**config.mk**
```make
export PLATFORM = sky130hd
export DESIGN_NAME = keypad_ctrl_fsm
export DESIGN_NICKNAME = d
export VERILOG_FILES = /design/src/rtl/keypad_pkg.sv /design/src/rtl/scan_prescaler.sv /design/src/rtl/keypad_ctrl_fsm.sv
export SDC_FILE = /design/constraint.sdc
export NUM_CORES = 1
export LEC_CHECK = 0
export ABC_AREA = 1
export CAP_MARGIN = 25
export CORE_UTILIZATION = 58
export DETAILED_ROUTE_END_ITERATION = 16
export GPL_TIMING_DRIVEN = 0
export PLACE_DENSITY_LB_ADDON = 0.12
export SLEW_MARGIN = 30
export SYNTH_ARGS = -nofsm -noshare
export SYNTH_HDL_FRONTEND = slang
export SYNTH_SLANG_ARGS = --single-unit
```
**constraint.sdc**
```tcl
create_clock -name clk -period 1.9 [get_ports clk]
set_input_delay 0.38 -clock clk [delete_from_list [all_inputs] [get_ports clk]]
set_output_delay 0.38 -clock clk [all_outputs]
set_load 0.01 [all_outputs]
```
**src/rtl/keypad_pkg.sv**
```systemverilog
// Shared types and default timing constants for the keypad scan/debounce controller.
package keypad_pkg;

  localparam int SCAN_DIV_DEFAULT  = 24000;
  localparam int SYNCH_MAX_DEFAULT = 8;

  typedef enum logic [2:0] {
    S_SCAN     = 3'd0,
    S_SYNCH    = 3'd1,
    S_DEBOUNCE = 3'd2,
    S_CHECK    = 3'd3,
    S_SEND     = 3'd4,
    S_HOLD     = 3'd5,
    S_RELEASE  = 3'd6
  } state_t;

endpackage

```
**src/rtl/scan_prescaler.sv**
```systemverilog
// Mod-SCAN_DIV column-step prescaler; tc flags the last count of each step period.
module scan_prescaler
  import keypad_pkg::*;
#(
  parameter int SCAN_DIV = SCAN_DIV_DEFAULT
) (
  input  logic clk,
  input  logic reset,
  input  logic clr,
  input  logic en,
  output logic tc
);

  localparam int CW = $clog2(SCAN_DIV);
  localparam logic [CW-1:0] LAST = CW'(SCAN_DIV - 1);

  logic [CW-1:0] count;

  // NOTE: sequential state uses non-blocking assignments so every register
  // samples pre-edge values regardless of block ordering.
  always_ff @(posedge clk or posedge reset) begin
    if (reset) begin
      count <= '0;
    end else if (clr) begin
      count <= '0;
    end else if (en) begin
      count <= (count == LAST) ? '0 : count + 1'b1;
    end
  end

  assign tc = (count == LAST);

endmodule

```
**src/rtl/keypad_ctrl_fsm.sv**
```systemverilog
// Control FSM sequencing keypad scan, synchroniser capture, debounce, confirm and
// single-shot display commit; repeats are blocked until the release is debounced.
module keypad_ctrl_fsm
  import keypad_pkg::*;
#(
  parameter int SCAN_DIV  = SCAN_DIV_DEFAULT,
  parameter int SYNCH_MAX = SYNCH_MAX_DEFAULT
) (
  input  logic       clk,
  input  logic       reset,
  input  logic       buttonpush,
  input  logic       synch_done,
  input  logic       debounce_done,
  input  logic       post_debounce,
  output logic       scan_counter_en,
  output logic       WE_synch,
  output logic       debounce_counter_en,
  output logic       check_again,
  output logic       WE_send,
  output logic       key_held,
  output logic [2:0] state_dbg
);

  localparam int TW = $clog2(SYNCH_MAX);
  localparam logic [TW-1:0] SYNCH_LAST = TW'(SYNCH_MAX - 1);

  state_t        state;
  state_t        next_state;
  logic [TW-1:0] synch_timer;
  logic          presc_tc;

  // Prescaler only runs while scanning and restarts from zero on every re-entry.
  scan_prescaler #(
    .SCAN_DIV(SCAN_DIV)
  ) u_scan_prescaler (
    .clk  (clk),
    .reset(reset),
    .clr  (state != S_SCAN),
    .en   (state == S_SCAN),
    .tc   (presc_tc)
  );

  always_ff @(posedge clk or posedge reset) begin
    if (reset) begin
      state       <= S_SCAN;
      synch_timer <= '0;
    end else begin
      state       <= next_state;
      synch_timer <= (state == S_SYNCH) ? synch_timer + 1'b1 : '0;
    end
  end

  // NOTE: every signal driven here gets a default first, so no path can
  // leave one unassigned and infer a latch.
  always_comb begin
    next_state          = state;
    scan_counter_en     = 1'b0;
    WE_synch            = 1'b0;
    debounce_counter_en = 1'b0;
    check_again         = 1'b0;
    WE_send             = 1'b0;
    key_held            = 1'b0;
    state_dbg           = state;

    unique case (state)
      S_SCAN: begin
        // A press wins over a column step landing in the same cycle.
        scan_counter_en = presc_tc & ~buttonpush;
        if (buttonpush) next_state = S_SYNCH;
      end
      S_SYNCH: begin
        WE_synch = 1'b1;
        if (!buttonpush)                 next_state = S_SCAN;
        else if (synch_done)             next_state = S_DEBOUNCE;
        else if (synch_timer == SYNCH_LAST) next_state = S_SCAN;
      end
      S_DEBOUNCE: begin
        debounce_counter_en = 1'b1;
        if (debounce_done) next_state = S_CHECK;
      end
      S_CHECK: begin
        check_again = 1'b1;
        next_state  = post_debounce ? S_SEND : S_SCAN;
      end
      S_SEND: begin
        WE_send    = 1'b1;
        next_state = S_HOLD;
      end
      S_HOLD: begin
        key_held = 1'b1;
        if (!buttonpush) next_state = S_RELEASE;
      end
      S_RELEASE: begin
        // A re-press drops the enable, which clears the debounce count.
        key_held            = 1'b1;
        debounce_counter_en = 1'b1;
        if (buttonpush)         next_state = S_HOLD;
        else if (debounce_done) next_state = S_SCAN;
      end
      default: begin
        next_state = S_SCAN;
        state_dbg  = '0;
      end
    endcase
  end

endmodule

```
### Word level (Yosys, flattened, before mapping)

Cells that the tools add are included.

| storage, ports and cells | value |
|---|---|
| flip-flop bits (word level) | 21 |
| bits of input ports | 6 |
| output and inout bits | 9 |
| logic and storage cells | 48 |

| operators by class | value |
|---|---|
| add/sub/neg operators | 2 |
| equal/unequal tests | 13 |
| muxes and demuxes | 21 |
| bitwise operators | 2 |
| reductions and logical operators | 7 |

Operator list:

| kind | number |
|---|---|
| 15-bit two-way mux | 3 |
| 3-bit two-way mux | 11 |
| 3-bit one-hot mux with 7 select lines | 1 |
| 15-bit by 1-bit adder with 15-bit output, second input constant | 1 |
| 15-bit equality test, second input constant | 1 |
| 3-bit equality test, second input constant | 4 |
| 7-bit OR reduction | 1 |
| 3-bit by 2-bit equality test with 1-bit output, second input constant | 2 |
| 1-bit two-way mux | 6 |
| 2-bit inequality test, second input constant | 3 |
| 5-bit AND reduction | 1 |
| 4-bit by 3-bit inequality test with 1-bit output, second input constant | 1 |
| 2-bit OR reduction | 2 |
| 3-bit by 1-bit adder with 3-bit output, second input constant | 1 |
| 3-bit by 1-bit equality test with 1-bit output, second input constant | 1 |
| 3-bit zero test | 1 |
| 3-bit inequality test, second input constant | 1 |
| 3-bit nonzero test | 1 |
| 2-bit nonzero test | 1 |
| 1-bit AND | 1 |
| 1-bit NOT | 1 |

### Depth between registers and ports, before layout

Gate-level depths: netlist of the first run.

| logic depth | value |
|---|---|
| word-level depth | 5 |
| mapped depth | 8 |
| gate-level depth less buffers | 8 |

### Hierarchy

A second synthesis of the first run with hierarchy kept.

| unflattened totals | value |
|---|---|
| cell total of the unflattened synthesis | 202 |
| area, all modules | 1370.1 sq um |

By module, submodules not included:

| module | times used | cells each | area each (sq um) | sequential area each (sq um) |
|---|---|---|---|---|
| scan_prescaler | 1 | 133 | 912.1 | 375.4 |
| keypad_ctrl_fsm | 1 | 69 | 457.9 | 150.1 |

### Worst setup path before layout of the first run

Ideal clock, no wire load.

| timing | value |
|---|---|
| kind | reg-to-output |
| start | register u_scan_prescaler.count[0] |
| end | output port scan_counter_en |
| arrival | 1147 ps |
| data required time | 1520 ps |
| slack | 373 ps |
| cell stages (with the launch flop) | 6 |
| buffers on the path | 0 |
| cell sequence | dfrtp_1 > ha_1 > nand3_2 > nor2_4 > nand3_4 > nor2_1 |

| on the way | value |
|---|---|
| cells in the longest elaborated chain, start to end | 3 |

Ends and longest elaborated chain:

| element | RTL line | RTL |
|---|---|---|
| start, declared | scan_prescaler.sv:17 | `logic [CW-1:0] count;` |
| start signal, assigned | scan_prescaler.sv:27 | `count <= (count == LAST) ? '0 : count + 1'b1;` |
| 15-bit equality test | scan_prescaler.sv:31 | `assign tc = (count == LAST);` |
| 1-bit AND | keypad_ctrl_fsm.sv:68 | `scan_counter_en = presc_tc & ~buttonpush;` |
| 1-bit two-way mux | keypad_ctrl_fsm.sv:65 | `unique case (state)` |
| end, declared | keypad_ctrl_fsm.sv:15 | `output logic scan_counter_en,` |

Every way passes these cells.

### Worst setup path after layout of the first run

| timing | value |
|---|---|
| start | register state[0] |
| end | output port WE_send |

| on the way | value |
|---|---|
| cells in the longest elaborated chain, start to end | 2 |

Ends and longest elaborated chain:

| element | RTL line | RTL |
|---|---|---|
| start, declared | keypad_ctrl_fsm.sv:27 | `state_t state;` |
| start signal, assigned | keypad_ctrl_fsm.sv:48 | `state <= next_state;` |
| 3-bit equality test | keypad_ctrl_fsm.sv:65 |  |
| 1-bit two-way mux | keypad_ctrl_fsm.sv:65 |  |
| end, declared | keypad_ctrl_fsm.sv:19 | `output logic WE_send,` |

Every way passes these cells.

==> out/metrics.cfg, run 1 <==
[status]
outcome=completed

[sta]
fin_ws_ns=0.0469
fmax_mhz=540
finalHoldViolCount=0
fin_crit_sh_pct=97.5
drv_slew=0
finalClockSkew_ns=0.00687
rsz0062_at_grt=true
fin_crit_ns=1.85
hold_ws_ns=0.448
max_slew_margin_pct=47.9
setup_viol=0
tightest_slew_ns=0.781

[detailed_routing]
wl_met1_mm=1.02
routedWlPerCell_um=12.5
drt-initial-drc-count=26
viasPerCell=5.31
vias=1132
wl_met3_um=126
drc=0
wl_mm=2.65
top_layer=met4
first_pass_iters=4
ant_nets=0
dr_wl_met2_mm=1.43

[setup_path]
cp_cell_sequence=buf_4, nor2_4, inv_2, nor2_1, dlygate4sd2_1
cp_slowest_stage_delay_ns=0.45
required_ns=1.52
r2r-end=state[1]
cp_slowest_cell=dfrtp_2
worstRegToRegCells=8
cp_max_fo=4
crit_start=state[0]
endpoint=WE_send
crit_type=reg2out
crit_arrival_ns=1.47
r2r-start=synch_timer[0]
rrSetupSlack_ns=0.49
worstSetupEndpointType=output port
cp-start-kind=flop

[cells_and_area]
finalInstanceArea_um2=1500
multi_input_area_um2=642
fillCellCount=138
nets=196
most-common-layout-cells=nor2_1 (34), nand2_1 (30), dfrtp_1 (19), inv_1 (18), nand3_1 (13)
antennaDiodeCount=0
final_common_cell=nor2_1
final_cells=213
syn2layout_area_growth_pct=22.4
drive_above_1_share_pct=17.7
ff_latch_area_um2=528

[floorplan]
rows=16
die_area_um2=2300
dieHeight_um=48.0
die_x_um=48.0
core-area_um2=1980
io_pins=15
initial_core_util_pct=61.8

[logic_synthesis]
ys_ff_latch=21
syn-instance-count=161
ys_seq_area_share_pct=42.9
synth_area_um2=1220
ys_warn_count=0
yosysUniqueCellTypes=21
syn_avg_cell_area_um2=7.61
synth_nets=170

[worst_hold_path]
hp-start=synch_timer[0]
hold_class=reg2reg

[cts]
htree_levels=1
clockBufferDepth=2
cts_tree=done
path_clk_slew_ns=0.13
cts_root_buf=clkbuf_4
clock_sinks=21
cts_inserted_buffers=3
cts_hold_buf=0
insertion_delay_ns=0.31

[pwr]
power.leakage_nw=0.695
swShare_pct=42.5
power_frac_seq_pct=36.3
total_power_w=0.00159
pwr-share-clk_pct=14.0
comb_power_share_pct=49.7
internal_power_w=0.000914
switchingPower_w=0.000677
ir_worst_vdd_mv=0.785
p_per_area_nw_per_um2=1060

[global_route]
grt_usage_pct=25.4
globalRouteOverflowTotal=0
antenna_found_initial=0
grt_pass1_vias=1014
grt_first_pass_wirelength_mm=4.03
grt_max_degree=22

[placed_design]
pre_cts_ws_ns=-0.246
place_hpwl_mm=1.87
gp_congestion=0.882
dpl_cell_area_um2=1400
numPortBuffers=14
dp.cells=202

[flow_run]
maxCapViolCount=0

-- power groups by stage --
stage / clock network, W / registers, W / logic [W]
global placement: 0 / 0.000585 / 0.000696
global route: 0.000242 / 0.000584 / 0.000885
CTS: 0.000225 / 0.000573 / 0.000740
detailed placement: 0 / 0.000588 / 0.000707
floorplan: 0 / 0.000574 / 0.000474
finish: 0.000223 / 0.000577 / 0.000791
-- synthesized netlist by cell type --
master	n	area (um2)
nor2_1	35	131
nand2_1	30	113
dfrtp_1	21	526
inv_1	18	67.6
nand3_1	14	70.1
xor2_1	6	52.6
nor2_2	5	31.3
o21ai_0	5	25.0
a21oi_1	4	20.0
inv_2	4	15.0
ha_1	3	37.5
nand4_1	3	18.8
xnor2_1	3	26.3
nor2_4	2	22.5
nor3_1	2	10.0
a31oi_1	1	6.26
buf_4	1	7.51
nand2_2	1	6.26
nand2_4	1	11.3
nand3_2	1	10.0
nand3_4	1	17.5
-- critical path, delay by kind of cell (launching register included) --
family | cells | cell delay (ns)
buf+inv | 3 | 0.50
simple gates | 2 | 0.22
flops | 1 | 0.45
-- kinds of logic (layout without fill, tap and decap cells) --
group           count (synthesis)  in the layout  share of synthesized area, %
compound gates                 10             10                          4.19
xor+xnor                        9              9                          6.44
fa+ha+maj                       3              3                          3.06
buf+inv                        23             48                          7.35
flops                          21             21                          42.9
simple gates                   95             95                          36.1
-- state kept, by name, indices dropped and copies added, names as in the netlist --
name	cells
u_scan_prescaler.count	15
state	3
synch_timer	3
-- metal layers --
metal	global-route usage (%)	up-vias
li1	-	554
met1	27.0	528
met2	46.8	40
met3	4.91	10
met4	13.9	0
met5	0	-
-- stage by stage --
stage / utilization [%] / setup TNS, ns
floorplan: - / 0
global placement: 70.6 / -0.228
detailed placement: 70.6 / -0.246
CTS: 74.3 / -0.116
global route: 75.6 / -0.00616
finish: 75.6 / 0
-- worst min-delay path by stage --
stage | to | slack, ns | cells past startpoint
after global placement | synch_timer[0] | 0.42 | 1
after detailed placement | synch_timer[0] | 0.43 | 1
after floorplan | state[0] | 0.36 | 1
after CTS | synch_timer[0] | 0.45 | 1
final | synch_timer[0] | 0.45 | 1
after global routing | synch_timer[0] | 0.46 | 1
-- area by class of cell --
| type | count | area share [%] |
|---|---|---|
| clock inverters | 1 | 0.334 |
| inverters | 22 | 5.51 |
| clock buffers | 3 | 1.50 |
| multi-input cells | 117 | 42.8 |
| flip-flops and latches | 21 | 35.2 |
| well taps | 27 | 2.25 |
| repair buffers | 21 | 11.9 |
| plain buffers | 1 | 0.501 |
-- what timing repair did --
action,4_1_cts,5_1_grt
setup buffers,5,2
gates resized for setup,16,4
gates cloned,0,0
pin swaps,1,2
endpoints found under the setup margin,9,2
No activity file was read; power rests on OpenSTA's default activity.
==> inputs of run 2 (changes only) <==
--- a/config.mk
+++ b/config.mk
@@ -10,6 +10,7 @@
 export CORE_UTILIZATION = 58
 export DETAILED_ROUTE_END_ITERATION = 16
 export GPL_TIMING_DRIVEN = 0
+export HOLD_SLACK_MARGIN = 0.1
 export PLACE_DENSITY_LB_ADDON = 0.12
 export SLEW_MARGIN = 30
 export SYNTH_ARGS = -nofsm -noshare
==> results of run 2 <==
Final layout, timing and power as in run 1 (identical DEF).
